[src/rtl/rom_region_loader.sv]
// Splits a ROM download byte stream across fixed regions, writing each region
// either byte-wise into a BRAM or as 16-bit words into SDRAM.
module rom_region_loader #(
  parameter int N_REGIONS = 9,
  parameter int ADDR_W = 25,
  parameter int CS_W = 6,
  parameter logic [N_REGIONS*ADDR_W-1:0] REGION_BASE = '0,
  parameter logic [N_REGIONS*24-1:0] REGION_SIZE = {N_REGIONS{24'h010000}},
  parameter logic [N_REGIONS-1:0] REGION_REORDER = '0,
  parameter logic [N_REGIONS*CS_W-1:0] REGION_CS = '0
) (
  input  logic              clk,
  input  logic              reset_n,
  input  logic              ioctl_download,
  input  logic              ioctl_wr,
  input  logic [7:0]        ioctl_dout,
  output logic              ioctl_wait,
  output logic              bram_wr,
  output logic [CS_W-1:0]   bram_cs,
  output logic [23:0]       bram_addr,
  output logic [7:0]        bram_data,
  output logic              sdr_req,
  input  logic              sdr_ack,
  output logic [ADDR_W-1:0] sdr_addr,
  output logic [15:0]       sdr_data,
  output logic [1:0]        sdr_be,
  output logic [3:0]        region_idx,
  output logic              load_done,
  output logic              overflow
);

  typedef enum logic [1:0] {IDLE, LOAD, SDR_WAIT, DONE} state_t;

  state_t            state_reg, state_next;
  logic              dl_prev_reg;
  logic [3:0]        region_idx_reg, region_idx_next;
  logic [23:0]       offset_reg, offset_next;
  logic              pend_valid_reg, pend_valid_next;
  logic [7:0]        pend_byte_reg, pend_byte_next;
  logic              finish_reg, finish_next;
  logic              load_done_reg, load_done_next;
  logic              overflow_reg, overflow_next;
  logic              bram_wr_reg, bram_wr_next;
  logic [CS_W-1:0]   bram_cs_reg, bram_cs_next;
  logic [23:0]       bram_addr_reg, bram_addr_next;
  logic [7:0]        bram_data_reg, bram_data_next;
  logic [ADDR_W-1:0] sdr_addr_reg, sdr_addr_next;
  logic [15:0]       sdr_data_reg, sdr_data_next;
  logic [1:0]        sdr_be_reg, sdr_be_next;

  // Region attributes unpacked into 16-entry tables so the 4-bit index never
  // leaves the array, whatever N_REGIONS is.
  logic [ADDR_W-1:0] base_tab    [16];
  logic [23:0]       size_tab    [16];
  logic              reorder_tab [16];
  logic [CS_W-1:0]   cs_tab      [16];

  generate
    for (genvar gi = 0; gi < 16; gi++) begin : g_tab
      if (gi < N_REGIONS) begin : g_used
        assign base_tab[gi]    = REGION_BASE[gi*ADDR_W +: ADDR_W];
        assign size_tab[gi]    = REGION_SIZE[gi*24 +: 24];
        assign reorder_tab[gi] = REGION_REORDER[gi];
        assign cs_tab[gi]      = REGION_CS[gi*CS_W +: CS_W];
      end else begin : g_unused
        assign base_tab[gi]    = '0;
        assign size_tab[gi]    = 24'd1;
        assign reorder_tab[gi] = 1'b0;
        assign cs_tab[gi]      = '0;
      end
    end
  endgenerate

  logic [ADDR_W-1:0] cur_base;
  logic [23:0]       cur_size;
  logic              cur_reorder;
  logic [CS_W-1:0]   cur_cs;
  logic              is_bram, is_last, at_close, dl_rise;
  logic [ADDR_W-1:0] word_addr;
  logic [7:0]        solo_byte;
  logic [15:0]       word_data, solo_data;
  logic [1:0]        solo_be;

  assign cur_base    = base_tab[region_idx_reg];
  assign cur_size    = size_tab[region_idx_reg];
  assign cur_reorder = reorder_tab[region_idx_reg];
  assign cur_cs      = cs_tab[region_idx_reg];
  assign is_bram     = |cur_cs;
  assign is_last     = (region_idx_reg == 4'(N_REGIONS - 1));
  assign at_close    = (offset_reg == cur_size - 24'd1);
  assign dl_rise     = ioctl_download & ~dl_prev_reg;

  // Word address of the 16-bit slot holding the current offset; for an odd
  // offset this is offset-1, for an even one the offset itself.
  assign word_addr = cur_base + ADDR_W'({offset_reg[23:1], 1'b0});
  assign word_data = cur_reorder ? {pend_byte_reg, ioctl_dout} : {ioctl_dout, pend_byte_reg};
  // A lone byte is either the closing byte of an odd-sized region or a
  // pending byte flushed when the download ends early.
  assign solo_byte = ioctl_wr ? ioctl_dout : pend_byte_reg;
  assign solo_data = cur_reorder ? {solo_byte, 8'h00} : {8'h00, solo_byte};
  assign solo_be   = cur_reorder ? 2'b10 : 2'b01;

  always_ff @(posedge clk or negedge reset_n) begin
    if (!reset_n) begin
      state_reg      <= IDLE;
      dl_prev_reg    <= 1'b0;
      region_idx_reg <= '0;
      offset_reg     <= '0;
      pend_valid_reg <= 1'b0;
      pend_byte_reg  <= '0;
      finish_reg     <= 1'b0;
      load_done_reg  <= 1'b0;
      overflow_reg   <= 1'b0;
      bram_wr_reg    <= 1'b0;
      bram_cs_reg    <= '0;
      bram_addr_reg  <= '0;
      bram_data_reg  <= '0;
      sdr_addr_reg   <= '0;
      sdr_data_reg   <= '0;
      sdr_be_reg     <= '0;
    end else begin
      state_reg      <= state_next;
      dl_prev_reg    <= ioctl_download;
      region_idx_reg <= region_idx_next;
      offset_reg     <= offset_next;
      pend_valid_reg <= pend_valid_next;
      pend_byte_reg  <= pend_byte_next;
      finish_reg     <= finish_next;
      load_done_reg  <= load_done_next;
      overflow_reg   <= overflow_next;
      bram_wr_reg    <= bram_wr_next;
      bram_cs_reg    <= bram_cs_next;
      bram_addr_reg  <= bram_addr_next;
      bram_data_reg  <= bram_data_next;
      sdr_addr_reg   <= sdr_addr_next;
      sdr_data_reg   <= sdr_data_next;
      sdr_be_reg     <= sdr_be_next;
    end
  end

  always_comb begin
    state_next      = state_reg;
    region_idx_next = region_idx_reg;
    offset_next     = offset_reg;
    pend_valid_next = pend_valid_reg;
    pend_byte_next  = pend_byte_reg;
    finish_next     = finish_reg;
    load_done_next  = load_done_reg;
    overflow_next   = overflow_reg;
    bram_wr_next    = 1'b0;
    bram_cs_next    = bram_cs_reg;
    bram_addr_next  = bram_addr_reg;
    bram_data_next  = bram_data_reg;
    sdr_addr_next   = sdr_addr_reg;
    sdr_data_next   = sdr_data_reg;
    sdr_be_next     = sdr_be_reg;

    case (state_reg)
      IDLE, DONE: begin
        if (dl_rise) begin
          state_next      = LOAD;
          region_idx_next = '0;
          offset_next     = '0;
          pend_valid_next = 1'b0;
          pend_byte_next  = '0;
          finish_next     = 1'b0;
          load_done_next  = 1'b0;
          overflow_next   = 1'b0;
        end else if (state_reg == DONE && ioctl_wr) begin
          overflow_next = 1'b1;
        end
      end

      LOAD: begin
        if (ioctl_wr) begin
          offset_next = at_close ? 24'd0 : offset_reg + 24'd1;
          if (at_close && !is_last)
            region_idx_next = region_idx_reg + 4'd1;
          if (is_bram) begin
            bram_wr_next   = 1'b1;
            bram_cs_next   = cur_cs;
            bram_addr_next = offset_reg;
            bram_data_next = ioctl_dout;
            if (at_close && is_last) begin
              state_next     = DONE;
              load_done_next = 1'b1;
            end
          end else if (!offset_reg[0]) begin
            if (at_close) begin
              sdr_addr_next = word_addr;
              sdr_data_next = solo_data;
              sdr_be_next   = solo_be;
              finish_next   = is_last;
              state_next    = SDR_WAIT;
            end else begin
              pend_valid_next = 1'b1;
              pend_byte_next  = ioctl_dout;
            end
          end else begin
            sdr_addr_next   = word_addr;
            sdr_data_next   = word_data;
            sdr_be_next     = 2'b11;
            pend_valid_next = 1'b0;
            finish_next     = at_close && is_last;
            state_next      = SDR_WAIT;
          end
        end else if (!ioctl_download) begin
          if (pend_valid_reg) begin
            sdr_addr_next   = word_addr;
            sdr_data_next   = solo_data;
            sdr_be_next     = solo_be;
            pend_valid_next = 1'b0;
            finish_next     = 1'b1;
            state_next      = SDR_WAIT;
          end else begin
            state_next     = DONE;
            load_done_next = 1'b1;
          end
        end
      end

      SDR_WAIT: begin
        // Strobes arriving here are stalled by ioctl_wait and dropped.
        if (sdr_ack) begin
          if (finish_reg || !ioctl_download) begin
            state_next     = DONE;
            load_done_next = 1'b1;
          end else begin
            state_next = LOAD;
          end
        end
      end

      default: state_next = IDLE;
    endcase
  end

  assign ioctl_wait = (state_reg == SDR_WAIT);
  assign sdr_req    = (state_reg == SDR_WAIT);
  assign bram_wr    = bram_wr_reg;
  assign bram_cs    = bram_cs_reg;
  assign bram_addr  = bram_addr_reg;
  assign bram_data  = bram_data_reg;
  assign sdr_addr   = sdr_addr_reg;
  assign sdr_data   = sdr_data_reg;
  assign sdr_be     = sdr_be_reg;
  assign region_idx = region_idx_reg;
  assign load_done  = load_done_reg;
  assign overflow   = overflow_reg;

endmodule

[config.mk]
export PLATFORM = sky130hd
export DESIGN_NAME = rom_region_loader
export DESIGN_NICKNAME = d
export VERILOG_FILES = /design/src/rtl/rom_region_loader.sv
export SDC_FILE = /design/constraint.sdc
export NUM_CORES = 1
export LEC_CHECK = 0
export CAP_MARGIN = 10
export CELL_PAD_IN_SITES_DETAIL_PLACEMENT = 1
export CELL_PAD_IN_SITES_GLOBAL_PLACEMENT = 2
export CORE_ASPECT_RATIO = 1.25
export CORE_UTILIZATION = 35
export DETAILED_ROUTE_END_ITERATION = 10
export DONT_BUFFER_PORTS = 1
export PLACE_DENSITY = 0.76
export SLEW_MARGIN = 20
export SYNTH_ARGS = -nofsm -noshare
export SYNTH_HDL_FRONTEND = slang
export SYNTH_SLANG_ARGS = --single-unit
[constraint.sdc]
create_clock -name clk -period 3.4 [get_ports clk]
set_input_delay 0.68 -clock clk [delete_from_list [all_inputs] [get_ports clk]]
set_output_delay 0.68 -clock clk [all_outputs]
set_load 0.03 [all_outputs]
==> results.sh <==
export IMPL_maxUsedRoutingLayer="met4"
export IMPL_drt_iter0_drc=117
export IMPL_antenna_cells=0
export IMPL_cp_max_fo=40
export IMPL_fillCellCount=1356
export IMPL_critPathLaunchType="register"
export IMPL_core_area_um2=12110
export IMPL_wl_per_cell_um=16.86
export IMPL_grt_setup_unrepaired="false"
export IMPL_finalSetupTns_ns=0
export IMPL_ctsHoldBuffers=0
export IMPL_die_h_um=126.3
export IMPL_path_class="reg2reg"
export IMPL_status="finished, final reports clean"
export IMPL_setup_viol=0
export IMPL_wl_met3_um=481
export IMPL_hold_violations=0
export IMPL_grt_ovfl_total=0
export IMPL_grt_max_degree=85
export IMPL_fin_skew_ns=0.008193
export IMPL_timing_slew_headroom_pct=50.45
export IMPL_worstSetupEndpointType="register"
export IMPL_grt_util_all_layers_pct=15.93
export IMPL_yosys_warnings=0
export IMPL_finalCritPeriodShare_pct=81.55
export IMPL_syn_area_um2=4325
export IMPL_clk_path_buf_depth=2
export IMPL_max_freq_ghz=0.3607
export IMPL_seqCellArea_um2=2102
export IMPL_ant_nets=0
export IMPL_r2r_setup_slack_ns=0.63
export IMPL_cap_violations=0
export IMPL_syn_to_final_growth_pct=6.884
export IMPL_dr_wl_met2_um=4947
export IMPL_post_dp_hpwl_um=6878
export IMPL_min_path_type="in2async"
export IMPL_vias=2888
export IMPL_clk_pin_slew_ns=0.06
export IMPL_synth_seq_area_share_pct=48.60
export IMPL_cp_arrival_ns=3.00
export IMPL_grt_pass1_wl_um=15590
export IMPL_drv_slew=0
export IMPL_io_buffers=0
export IMPL_fin_cells=575
export IMPL_multiInputGateArea_um2=1921
export IMPL_place_congestion=0.8283
export IMPL_antenna_found_initial=0
export IMPL_synth_edf_count=0
export IMPL_synth_seq_cells=84
export IMPL_numCtsBuffers=9
export IMPL_routed_wl_um=9692
export IMPL_p_leak_nw=2.234
export IMPL_initial_core_util_pct=35.73
export IMPL_synth_cell_type_count=51
export IMPL_root_buffer="clkbuf_16"
export IMPL_cellPowerDensity_nw_per_um2=862.2
export IMPL_syn_inst=411
export IMPL_clock_sinks=84
export IMPL_clk_latency_ns=0.34
export IMPL_grt_pass1_vias=2974
export IMPL_die_w_um=101.4
export IMPL_ir_drop_mv=0.3249
export IMPL_ys_flop_type="dfrtp_1"
export IMPL_cts_tree="built"
export IMPL_dr_pass1_iters=6
export IMPL_fin_crit_ns=2.773
export IMPL_layout_drive_gt1_share_pct=11.19
export IMPL_vias_per_cell=5.023
export IMPL_worst_r2r_cell_count=7
export IMPL_postCtsSetupBuffers=0
export IMPL_fin_nets=427
export IMPL_holdWs_ns=0.03108
export IMPL_dieArea_um2=12810
export IMPL_htree_levels=3
export IMPL_worstPathRequired_ns=3.62
export IMPL_largest_reg_flops=24
export IMPL_drt_met1_wl_um=4142
export IMPL_place_inst=560
export IMPL_io_pins=103
export IMPL_tightest_slew_ns=0.7433
export IMPL_synthArstFlopShare_pct=100.0
export IMPL_cts_resized=0
export IMPL_rows=45
export IMPL_drc_errors=0
export IMPL_synth_avg_cell_area_um2=10.52
[power breakdown]
group	switching (mW)	internal, mW
Combinational	0.792	0.457
Clock	0.389	0.716
Sequential	0.420	1.21
[area by class of cell]
| type | instances | area share, % |
|---|---|---|
| clock inverter | 4 | 2.138 |
| multi-input combinational | 298 | 41.54 |
| clock buffer | 11 | 5.034 |
| tap | 164 | 4.438 |
| inverter | 11 | 0.8931 |
| timing repair buffer | 3 | 0.4871 |
| sequential | 84 | 45.47 |
[worst max-delay path, cell delays in order, from the launching register on]
cell	delay [ns]
dfrtp_1	0.59
inv_1	0.15
ha_1	0.25
nand2b_1	0.10
nand4_1	0.15
nor3_4	0.40
o221a_4	0.60
mux2_2	0.40
[metrics by stage]
stage	power, mW	setup slack [ns]	utilization (%)	area (um^2)
floorplan	2.666	1.134	-	4476
global placement	2.867	0.7403	35.45	4292
detailed placement	2.918	0.6414	35.45	4292
CTS	4.039	0.6205	38.19	4623
global route	4.240	0.4403	38.19	4623
finish	3.986	0.6274	38.19	4623
[metal layers]
metal  up-vias  track usage, %
met4         0           5.882
met5         -               0
met1      1456           18.73
li1       1340               -
met2        82           27.61
met3        10           4.132
[placed cells by master, fill, tap and decap left out, drive strengths merged, types with 4 or more instances in the layout]
cell type,netlist,final
dfrtp,84,84
conb,1,41
nor2,34,34
nand2,33,33
mux2,23,23
a21oi,19,19
mux2i,17,17
xor2,14,14
o21ai,12,12
inv,11,11
nor4,11,11
nand4,11,11
clkbuf,4,11
and3,8,8
a22o,8,8
nand2b,7,7
nand3,7,7
ha,7,7
xnor2,4,4
a31oi,4,4
o211ai,4,4
[cell families (layout without fill, tap and decap cells)]
| family | after synthesis | count (layout) | share of synthesized area (%) |
|---|---|---|---|
| buffers and inverters | 69 | 29 | 10.47 |
| DFF | 84 | 84 | 48.60 |
| other | 1 | 41 | 0.08670 |
| muxes | 40 | 40 | 9.922 |
| and+or+nand+nor | 126 | 126 | 14.90 |
| xor gates and xnor gates | 18 | 18 | 3.645 |
| adders and majority gates | 7 | 7 | 2.025 |
| AOI/OAI and AO/OA | 66 | 66 | 10.36 |
[synth_stat cells, types with 3 or more instances]
library cell   n  area (um^2)
or2_2          3        18.77
nand3_1        7        35.03
buf_6          3        33.78
o211ai_1       3        22.52
a31oi_1        4        25.02
nand2_1       33        123.9
a21o_1         3        22.52
nor4_1        11        68.82
o21ai_0       11        55.05
dfrtp_1       84         2102
and3_1         8        50.05
mux2i_1       17        170.2
inv_1         11        41.29
nand2b_1       7        43.79
nand4_1       11        68.82
a22o_1         8        70.07
buf_4         44        330.3
buf_2          5        25.02
ha_1           7        87.58
clkbuf_1       4        15.01
xnor2_1        4        35.03
mux2_2        21        236.5
a21oi_1       19        95.09
xor2_1        14        122.6
nor2_1        33        123.9
nor2b_1        3        18.77
[final timing paths]
path / startpoint / endpoint
setup reg to reg: region_idx[0] / sdr_addr[19]
hold reg to reg: pend_byte_reg[1] / pend_byte_reg[1]
max in group asynchronous: reset_n / sdr_data[5]
setup / recovery: region_idx[0] / sdr_addr[19]
min in group clk: ioctl_download / dl_prev_reg
hold / removal: reset_n / sdr_addr[17]
Note: power is estimated with default switching activity, not from simulation.
